## src/rtl/ddr3_pkg.sv

```systemverilog
// Types and sizes shared by the DDR3 read-capture stage and the command FSM.
package ddr3_pkg;

  typedef enum logic [1:0] {
    IDLE    = 2'd0,
    WAIT_CL = 2'd1,
    CAPTURE = 2'd2,
    DONE    = 2'd3
  } rd_cap_state_t;

  localparam int DDR3_BL    = 8;
  localparam int DDR3_DQ_W  = 8;
  localparam int DDR3_RD_W  = 64;
  localparam int DDR3_CNT_W = 4;
  localparam int DDR3_BEAT_W = 3;

endpackage

```

## src/rtl/ddr3_rd_capture.sv

```systemverilog
// DDR3 read-data capture: waits CAS latency after a READ issue, collects BL
// DQS-qualified beats into one word and presents it to the CPU side.
module ddr3_rd_capture
  import ddr3_pkg::*;
#(
  parameter int CL  = 5,
  parameter int BL  = DDR3_BL,
  parameter int DW  = DDR3_DQ_W,
  parameter int TMO = 4
) (
  input  logic                 CPU_CLK,
  input  logic                 RESET,
  input  logic                 RD_ISSUE,
  input  logic [DW-1:0]        DQ_IN,
  input  logic                 DQS_IN,
  output logic                 RD_DATA_RDY,
  output logic                 RD_DATA_VALID,
  output logic [DDR3_RD_W-1:0] RD_DATA,
  output logic                 RD_ERR,
  output rd_cap_state_t        dbg_state_o
);

  if (BL * DW != DDR3_RD_W) begin : g_bad_width
    $error("ddr3_rd_capture: BL*DW must equal 64");
  end
  if (CL < 1 || CL > 15) begin : g_bad_cl
    $error("ddr3_rd_capture: CL must be in 1..15");
  end
  if (TMO < 1 || TMO > 15) begin : g_bad_tmo
    $error("ddr3_rd_capture: TMO must be in 1..15");
  end

  localparam logic [DDR3_CNT_W-1:0]  LAT_LOAD  = DDR3_CNT_W'(CL - 1);
  localparam logic [DDR3_CNT_W-1:0]  TMO_LIMIT = DDR3_CNT_W'(TMO);
  localparam logic [DDR3_BEAT_W-1:0] LAST_BEAT = DDR3_BEAT_W'(BL - 1);

  rd_cap_state_t              state_q, state_d;
  logic [DDR3_CNT_W-1:0]      lat_cnt_q, lat_cnt_d;
  logic [DDR3_CNT_W-1:0]      tmo_cnt_q, tmo_cnt_d;
  logic [DDR3_BEAT_W-1:0]     beat_cnt_q, beat_cnt_d;
  logic [DDR3_RD_W-1:0]       shift_q, shift_d;
  logic [DDR3_RD_W-1:0]       rd_data_q, rd_data_d;
  logic                       valid_q, valid_d;
  logic                       err_q, err_d;

  // CPU-side handshake: RD_DATA_RDY high means an RD_ISSUE sampled on the next
  // edge starts a burst; RD_DATA_VALID is a one-cycle pulse with no back-pressure,
  // RD_DATA is stable from that pulse until the next completed burst.
  always_ff @(posedge CPU_CLK or posedge RESET) begin
    if (RESET) begin
      state_q    <= IDLE;
      lat_cnt_q  <= '0;
      tmo_cnt_q  <= '0;
      beat_cnt_q <= '0;
      shift_q    <= '0;
      rd_data_q  <= '0;
      valid_q    <= 1'b0;
      err_q      <= 1'b0;
    end else begin
      state_q    <= state_d;
      lat_cnt_q  <= lat_cnt_d;
      tmo_cnt_q  <= tmo_cnt_d;
      beat_cnt_q <= beat_cnt_d;
      shift_q    <= shift_d;
      rd_data_q  <= rd_data_d;
      valid_q    <= valid_d;
      err_q      <= err_d;
    end
  end

  always_comb begin
    state_d    = state_q;
    lat_cnt_d  = lat_cnt_q;
    tmo_cnt_d  = tmo_cnt_q;
    beat_cnt_d = beat_cnt_q;
    shift_d    = shift_q;
    rd_data_d  = rd_data_q;
    valid_d    = 1'b0;
    err_d      = 1'b0;

    case (state_q)
      IDLE, DONE: begin
        state_d = IDLE;
        if (RD_ISSUE) begin
          lat_cnt_d  = LAT_LOAD;
          beat_cnt_d = '0;
          tmo_cnt_d  = '0;
          // CL=1 puts the first sampling edge right after the issue edge.
          state_d    = (CL == 1) ? CAPTURE : WAIT_CL;
        end
      end

      WAIT_CL: begin
        err_d     = RD_ISSUE;
        lat_cnt_d = lat_cnt_q - 1'b1;
        // Leave one cycle early so the first sample lands exactly CL edges after issue.
        if (lat_cnt_q == DDR3_CNT_W'(1)) begin
          state_d    = CAPTURE;
          beat_cnt_d = '0;
          tmo_cnt_d  = '0;
        end
      end

      CAPTURE: begin
        err_d = RD_ISSUE;
        if (DQS_IN) begin
          shift_d[int'(beat_cnt_q)*DW +: DW] = DQ_IN;
          tmo_cnt_d  = '0;
          beat_cnt_d = beat_cnt_q + 1'b1;
          if (beat_cnt_q == LAST_BEAT) begin
            rd_data_d = shift_d;
            valid_d   = 1'b1;
            state_d   = DONE;
          end
        end else begin
          tmo_cnt_d = tmo_cnt_q + 1'b1;
          if (tmo_cnt_d == TMO_LIMIT) begin
            err_d     = 1'b1;
            tmo_cnt_d = '0;
            state_d   = IDLE;
          end
        end
      end

      default: state_d = IDLE;
    endcase
  end

  assign RD_DATA_RDY   = (state_q == IDLE) || (state_q == DONE);
  assign RD_DATA_VALID = valid_q;
  assign RD_DATA       = rd_data_q;
  assign RD_ERR        = err_q;
  assign dbg_state_o   = state_q;

endmodule
```

## config.mk

```make
export PLATFORM = sky130hd
export DESIGN_NAME = ddr3_rd_capture
export DESIGN_NICKNAME = d
export VERILOG_FILES = /design/src/rtl/ddr3_pkg.sv /design/src/rtl/ddr3_rd_capture.sv
export SDC_FILE = /design/constraint.sdc
export NUM_CORES = 1
export LEC_CHECK = 0
export BUFFER_PORTS_ARGS = -buffer_cell sky130_fd_sc_hd__buf_2
export CORE_MARGIN = 3
export CORE_UTILIZATION = 30
export CTS_CLUSTER_DIAMETER = 60
export DETAILED_ROUTE_END_ITERATION = 8
export RECOVER_POWER = 50
export SLEW_MARGIN = 20
export SYNTH_ARGS = -nofsm -noshare
export SYNTH_HDL_FRONTEND = slang
export SYNTH_SLANG_ARGS = --single-unit
```

## constraint.sdc

```tcl
create_clock -name CPU_CLK -period 9.6 [get_ports CPU_CLK]
set_clock_uncertainty 0.1 [all_clocks]
set_input_delay 0.48 -clock CPU_CLK [delete_from_list [all_inputs] [get_ports CPU_CLK]]
set_output_delay 0.48 -clock CPU_CLK [all_outputs]
set_load 0.005 [all_outputs]
```

---- After elaboration in Yosys (flattened, before gate mapping) ----
Index checks and enable logic that the tools add are counted.
cells by class
  add/subtract/negate cells ............... 4
  shift-type cells ........................ 2
  muxes and demuxes ....................... 24
  equality and inequality tests ........... 11
  reduce and logical (&&, ||, !) cells .... 10
operator list
  kind                                                                      number
  64-bit bitwise mux                                                        1
  8-bit by 33-bit variable shift with 64-bit output (first input constant)  1
  8-bit by 33-bit variable part select with 64-bit output                   1
  6-bit negation with 33-bit output                                         1
  4-bit two-way mux                                                         5
  4-bit case mux with 3 select lines                                        1
  3-bit two-way mux                                                         3
  3-bit case mux with 3 select lines                                        1
  3-bit AND reduction                                                       3
  2-bit two-way mux                                                         4
  4-bit case mux with 2 select lines                                        1
  1-bit two-way mux                                                         6
  2-bit != test (second input constant)                                     3
  3-bit != test (second input constant)                                     2
  2-bit case mux with 3 select lines                                        1
  2-bit AND reduction                                                       3
  4-bit by 1-bit adder with 4-bit output (second input constant)            1
  2-bit equality test (second input constant)                               2
  4-bit by 1-bit equality test with 1-bit output (second input constant)    1
  4-bit by 3-bit equality test with 1-bit output (second input constant)    1
  4-bit by 1-bit subtractor with 4-bit output (second input constant)       1
  3-bit by 1-bit adder with 3-bit output (second input constant)            1
  3-bit equality test (second input constant)                               1
  2-bit by 1-bit equality test with 1-bit output (second input constant)    1
  other kinds (5)                                                           5
word-level totals
  register bits ........................... 143
  word-level logic and storage cells ...... 59
  output and inout bits ................... 69
  input bits .............................. 12

---- Logic depth before layout (Yosys ltp) ----
  depth in word-level cells ............... 5
  gate-level depth with buffers ........... 11
  gate-level depth less buffers ........... 7

---- Worst setup path before layout ----
No wires, ideal clock.
  kind .................................... reg-to-reg
  from .................................... reg beat_cnt_q[0]
  to ...................................... reg shift_q[56]
  clock period less this slack ............ 2.544 ns
  stages on the path, launching flop included .. 11
  path buffers ............................ 4
  data required time ...................... 9.375 ns
  arrival time ............................ 2.319 ns
  path slack .............................. 7.056 ns
  cells stage by stage .................... dfrtp_1 > buf_4 > inv_2 > ha_1 > ha_1 > buf_2 > nor3b_1 > buf_4 > nor2b_1 > buf_4 > mux2_2
on the way
  longest elaborated chain between the ends .. 3
  elaborated cells on any way between the ends .. 4
RTL lines
  element                                                                                                                       RTL line                text
  start: declaration                                                                                                            ddr3_rd_capture.sv:40   logic [DDR3_BEAT_W-1:0] beat_cnt_q, beat_cnt_d;
  start signal: assignment                                                                                                      ddr3_rd_capture.sv:63   beat_cnt_q <= beat_cnt_d;
  6-bit negation with 33-bit output *                                                                                           ddr3_rd_capture.sv:107  shift_d[int'(beat_cnt_q)*DW +: DW] = DQ_IN;
  8-bit by 33-bit variable part select with 64-bit output or 8-bit by 33-bit variable shift with 64-bit output (tied branches)  ddr3_rd_capture.sv:107
  64-bit bitwise mux *                                                                                                          ddr3_rd_capture.sv:107
  end signal: assignment                                                                                                        ddr3_rd_capture.sv:64   shift_q <= shift_d;
  end: declaration                                                                                                              ddr3_rd_capture.sv:41   logic [DDR3_RD_W-1:0] shift_q, shift_d;
Every way passes the cells marked *; elsewhere a longest branch is shown, timed or not.
A chain may end at the register's enable or synchronous reset.

---- Worst setup path in the final report ----
  from .................................... reg beat_cnt_q[0]
  to ...................................... reg shift_q[53]
Same word-level chain as after synthesis.

==> summary.md <==
| Metric | Value |
|---|---|
| Clock transition at path regs | `60 ps` |
| Layout cells sized above 1 | `0.210` |
| Num ports | `81` |
| Post-synth EDFFs | `0` |
| Resized Gates After CTS | `0` |
| Critical register-to-register path startpoint | `beat_cnt_q[0]$_DFFE_PP0P_` |
| DP Cell Count | `919` |
| Max_cap viols | `1` |
| Critical path's largest stage delay | `710 ps` |
| WS Path Type | `reg2reg` |
| DR vias | `4437` |
| Core Box Area | `21400 um^2` |
| Crit path capture type | `flop` |
| Via/cell ratio | `4.67` |
| Hpwl dp | `10.2 mm` |
| Register area | `3580 um^2` |
| Tcrit/Tclk final | `0.344` |
| Final Util | `0.368` |
| Avg Inst Size Synth | `11.2 um^2` |
| Status | `finished, violations left` |
| Htree depth | `4` |
| Most frequent cells in the layout | `143 x dfrtp_1, 77 x nand2_1, 76 x o21ai_0, 49 x mux2i_1` |
| Worst-Skew Late Latency | `420 ps` |
| Root buffer cell | `clkbuf_16` |
| WHS Path Cells | `2` |
| Largest net degree at the start of global routing | `101` |
| CP arrival | `3500 ps` |
| Area of the multi-input gates | `2860 um^2` |
| Synth area leader | `dfrtp_1` |
| RSZ-0062 raised after global routing | `no` |
| Final-stage net count | `687` |
| Cell count after synthesis | `597` |
| Peak supply drop | `0.000112 V` |
| Most common cell after layout, fill and taps aside | `dfrtp_1` |
| Area Overhead vs Synth | `18.2%` |
| Hold WC Path Type | `in2reg` |
| Ys async rst share | `1.00` |
| CP max-delay cell | `dfrtp_1` |
| Gpl congestion | `0.774` |
| Hold EP | `shift_q[4]$_DFFE_PP0P_` |
| R2R depth | `7` |
| P_leak | `0.00359 uW` |
| CP dominant cell by count | `ha_1` |
| Post-CTS Hold Buffers | `0` |
| YS warnings | `0` |
| Cells taking the most area after synthesis | `dfrtp_1 54%, mux2_2 8.1%, mux2i_1 7.4%, o21ai_0 5.7%, nand2_1 4.3%` |
| Chip width | `155 um` |
| Power Density | `211 nW/um^2` |
| CP startpoint kind | `flop` |
| Final hold violation count | `0` |
| Starting density of the core | `0.311` |
| Max clock buf depth | `2` |
| # setup viols final | `0` |
| Crit-path max FO | `14` |
| Worst Hold Launch | `DQ_IN[4]` |
| Total track usage | `0.130` |
| Antenna cells | `0` |
| Chip Height | `155 um` |
| Total power | `1660 uW` |
| Register-to-Register Setup Slack | `6300 ps` |
| Layout filler cell count | `2160` |
| Crit path required time | `9800 ps` |
| Slew @ Worst Pin | `2890 ps` |
| Max Fclk | `303 MHz` |
| Routed WL per cell | `15.7 um` |
| First-pass GRT wire length | `24.6 mm` |
| Post-Syn Area | `6670 um^2` |
| Post-synthesis register bit count | `143` |
| Vias in the first global route | `4433` |
| Pre-antenna DRT Iters | `4` |
| Unique cell type count in the Yosys netlist | `45` |
| Sink Count | `143` |
| Critical path cell sequence | `inv_2, ha_1, ha_1, nor3b_1, buf_4, nor2b_1, mux2_2` |
| Final ANT Viol Nets | `0` |
| Total negative setup slack | `0 ps` |
| Die ar. | `24000 um^2` |
| FF-to-FF End | `shift_q[53]$_DFFE_PP0P_` |
| Failing checks | `max-capacitance violations, max-slew violations` |
| GR Overflow Total | `0` |
| Total CTS buffers | `17` |
| Cell row count | `53` |
| Postcts setup bufs | `0` |
| Slew HR | `-0.935` |
| Prevailing post-synth register cell | `dfrtp_1` |
| CTS tree | `yes` |
| Min Tclk post-route | `3300 ps` |
| Residual DRC | `0` |
| Fin Hold WS | `254 ps` |
| Starting DRT DRC Count | `217` |
| Cell Count, Final, Fillers Out | `950` |
| Initial antenna violation count | `0` |
| Total Routed Length | `14.9 mm` |
| Top-area cell type share of the netlist area | `0.537` |
| Slew Limit Fails | `65` |
| Port bufs | `80` |
| Sequential element share of the synthesized area | `0.537` |
| Post-Syn Nets | `621` |
==> cells in the mapped netlist, types with 5 or more instances <==
library cell,instances
dfrtp_1,143
nand2_1,77
o21ai_0,76
mux2i_1,49
mux2_2,48
nor2_1,27
clkbuf_1,21
a21oi_1,18
mux2_4,16
nor3_1,16
inv_1,13
ha_1,12
nand2b_1,12
nand3_1,9
buf_4,8
buf_2,5
nor2b_1,5
==> state kept, by name (all words and copies together), names as in the netlist <==
name           flops
RD_DATA_VALID      1
dbg_state_o        2
beat_cnt_q         3
tmo_cnt_q          4
RD_DATA           64
RD_ERR             1
lat_cnt_q          4
shift_q           64
==> critical path: cells and delay by family (launching register included) <==
kind,cells,cell delay [ps]
buffers and inverters,2,360
flip-flops,1,710
adder cells (fa/ha/maj),2,690
AND/OR/NAND/NOR,2,910
multiplexers,1,410
==> routing by layer <==
layer,part of all wire,up-vias,track usage
met5,0,-,0
met4,0.013,0,0.0320
met3,0.057,15,0.0459
met2,0.46,77,0.195
met1,0.47,2135,0.178
li1,-,2210,-
==> kinds of logic (layout without fill, tap and decap cells) <==
group	after synthesis	count (layout)	synth area share
simple gates	166	166	0.118
buf+inv	52	130	0.0381
flops	143	143	0.537
fa+ha+maj	12	12	0.0225
mux	113	113	0.191
compound gates	111	111	0.0944
==> power breakdown <==
part           total (uW)  switching [uW]  leakage, uW  internal, uW
combinational         260             150      0.00131           110
clock                 739             248     0.000312           491
sequential            661            26.9      0.00197           634
total                1660             425      0.00359          1230
==> through the flow <==
step                setup slack [ps]  area, um^2
global route                    6070        7880
global placement                6400        7270
finish                          6300        7880
CTS                             6320        7930
detailed placement              6340        7270
floorplan                       5180        6670
==> layout make-up <==
| cell class | instances | area share |
|---|---|---|
| clock buffer | 20 | 0.0567 |
| multi-input combinational | 402 | 0.363 |
| clock inverter | 11 | 0.0270 |
| sequential | 143 | 0.454 |
| inverter | 14 | 0.00682 |
| tap | 275 | 0.0436 |
| timing repair buffer | 85 | 0.0487 |
==> worst max-delay path by stage <==
| stage | cells after the start | slack (ps) | startpoint | endpoint |
|---|---|---|---|---|
| after global routing | 7 | 6070 | beat_cnt_q[0]$_DFFE_PP0P_ | shift_q[58]$_DFFE_PP0P_ |
| after global placement | 6 | 6400 | beat_cnt_q[0]$_DFFE_PP0P_ | shift_q[39]$_DFFE_PP0P_ |
| after CTS | 6 | 6320 | beat_cnt_q[0]$_DFFE_PP0P_ | shift_q[36]$_DFFE_PP0P_ |
| final | 7 | 6300 | beat_cnt_q[0]$_DFFE_PP0P_ | shift_q[53]$_DFFE_PP0P_ |
| after floorplan | 1 | 5180 | RESET | RD_DATA[0]$_DFFE_PP0P_ |
| after detailed placement | 6 | 6340 | beat_cnt_q[0]$_DFFE_PP0P_ | shift_q[34]$_DFFE_PP0P_ |
Power figures use the tool's default switching activity.
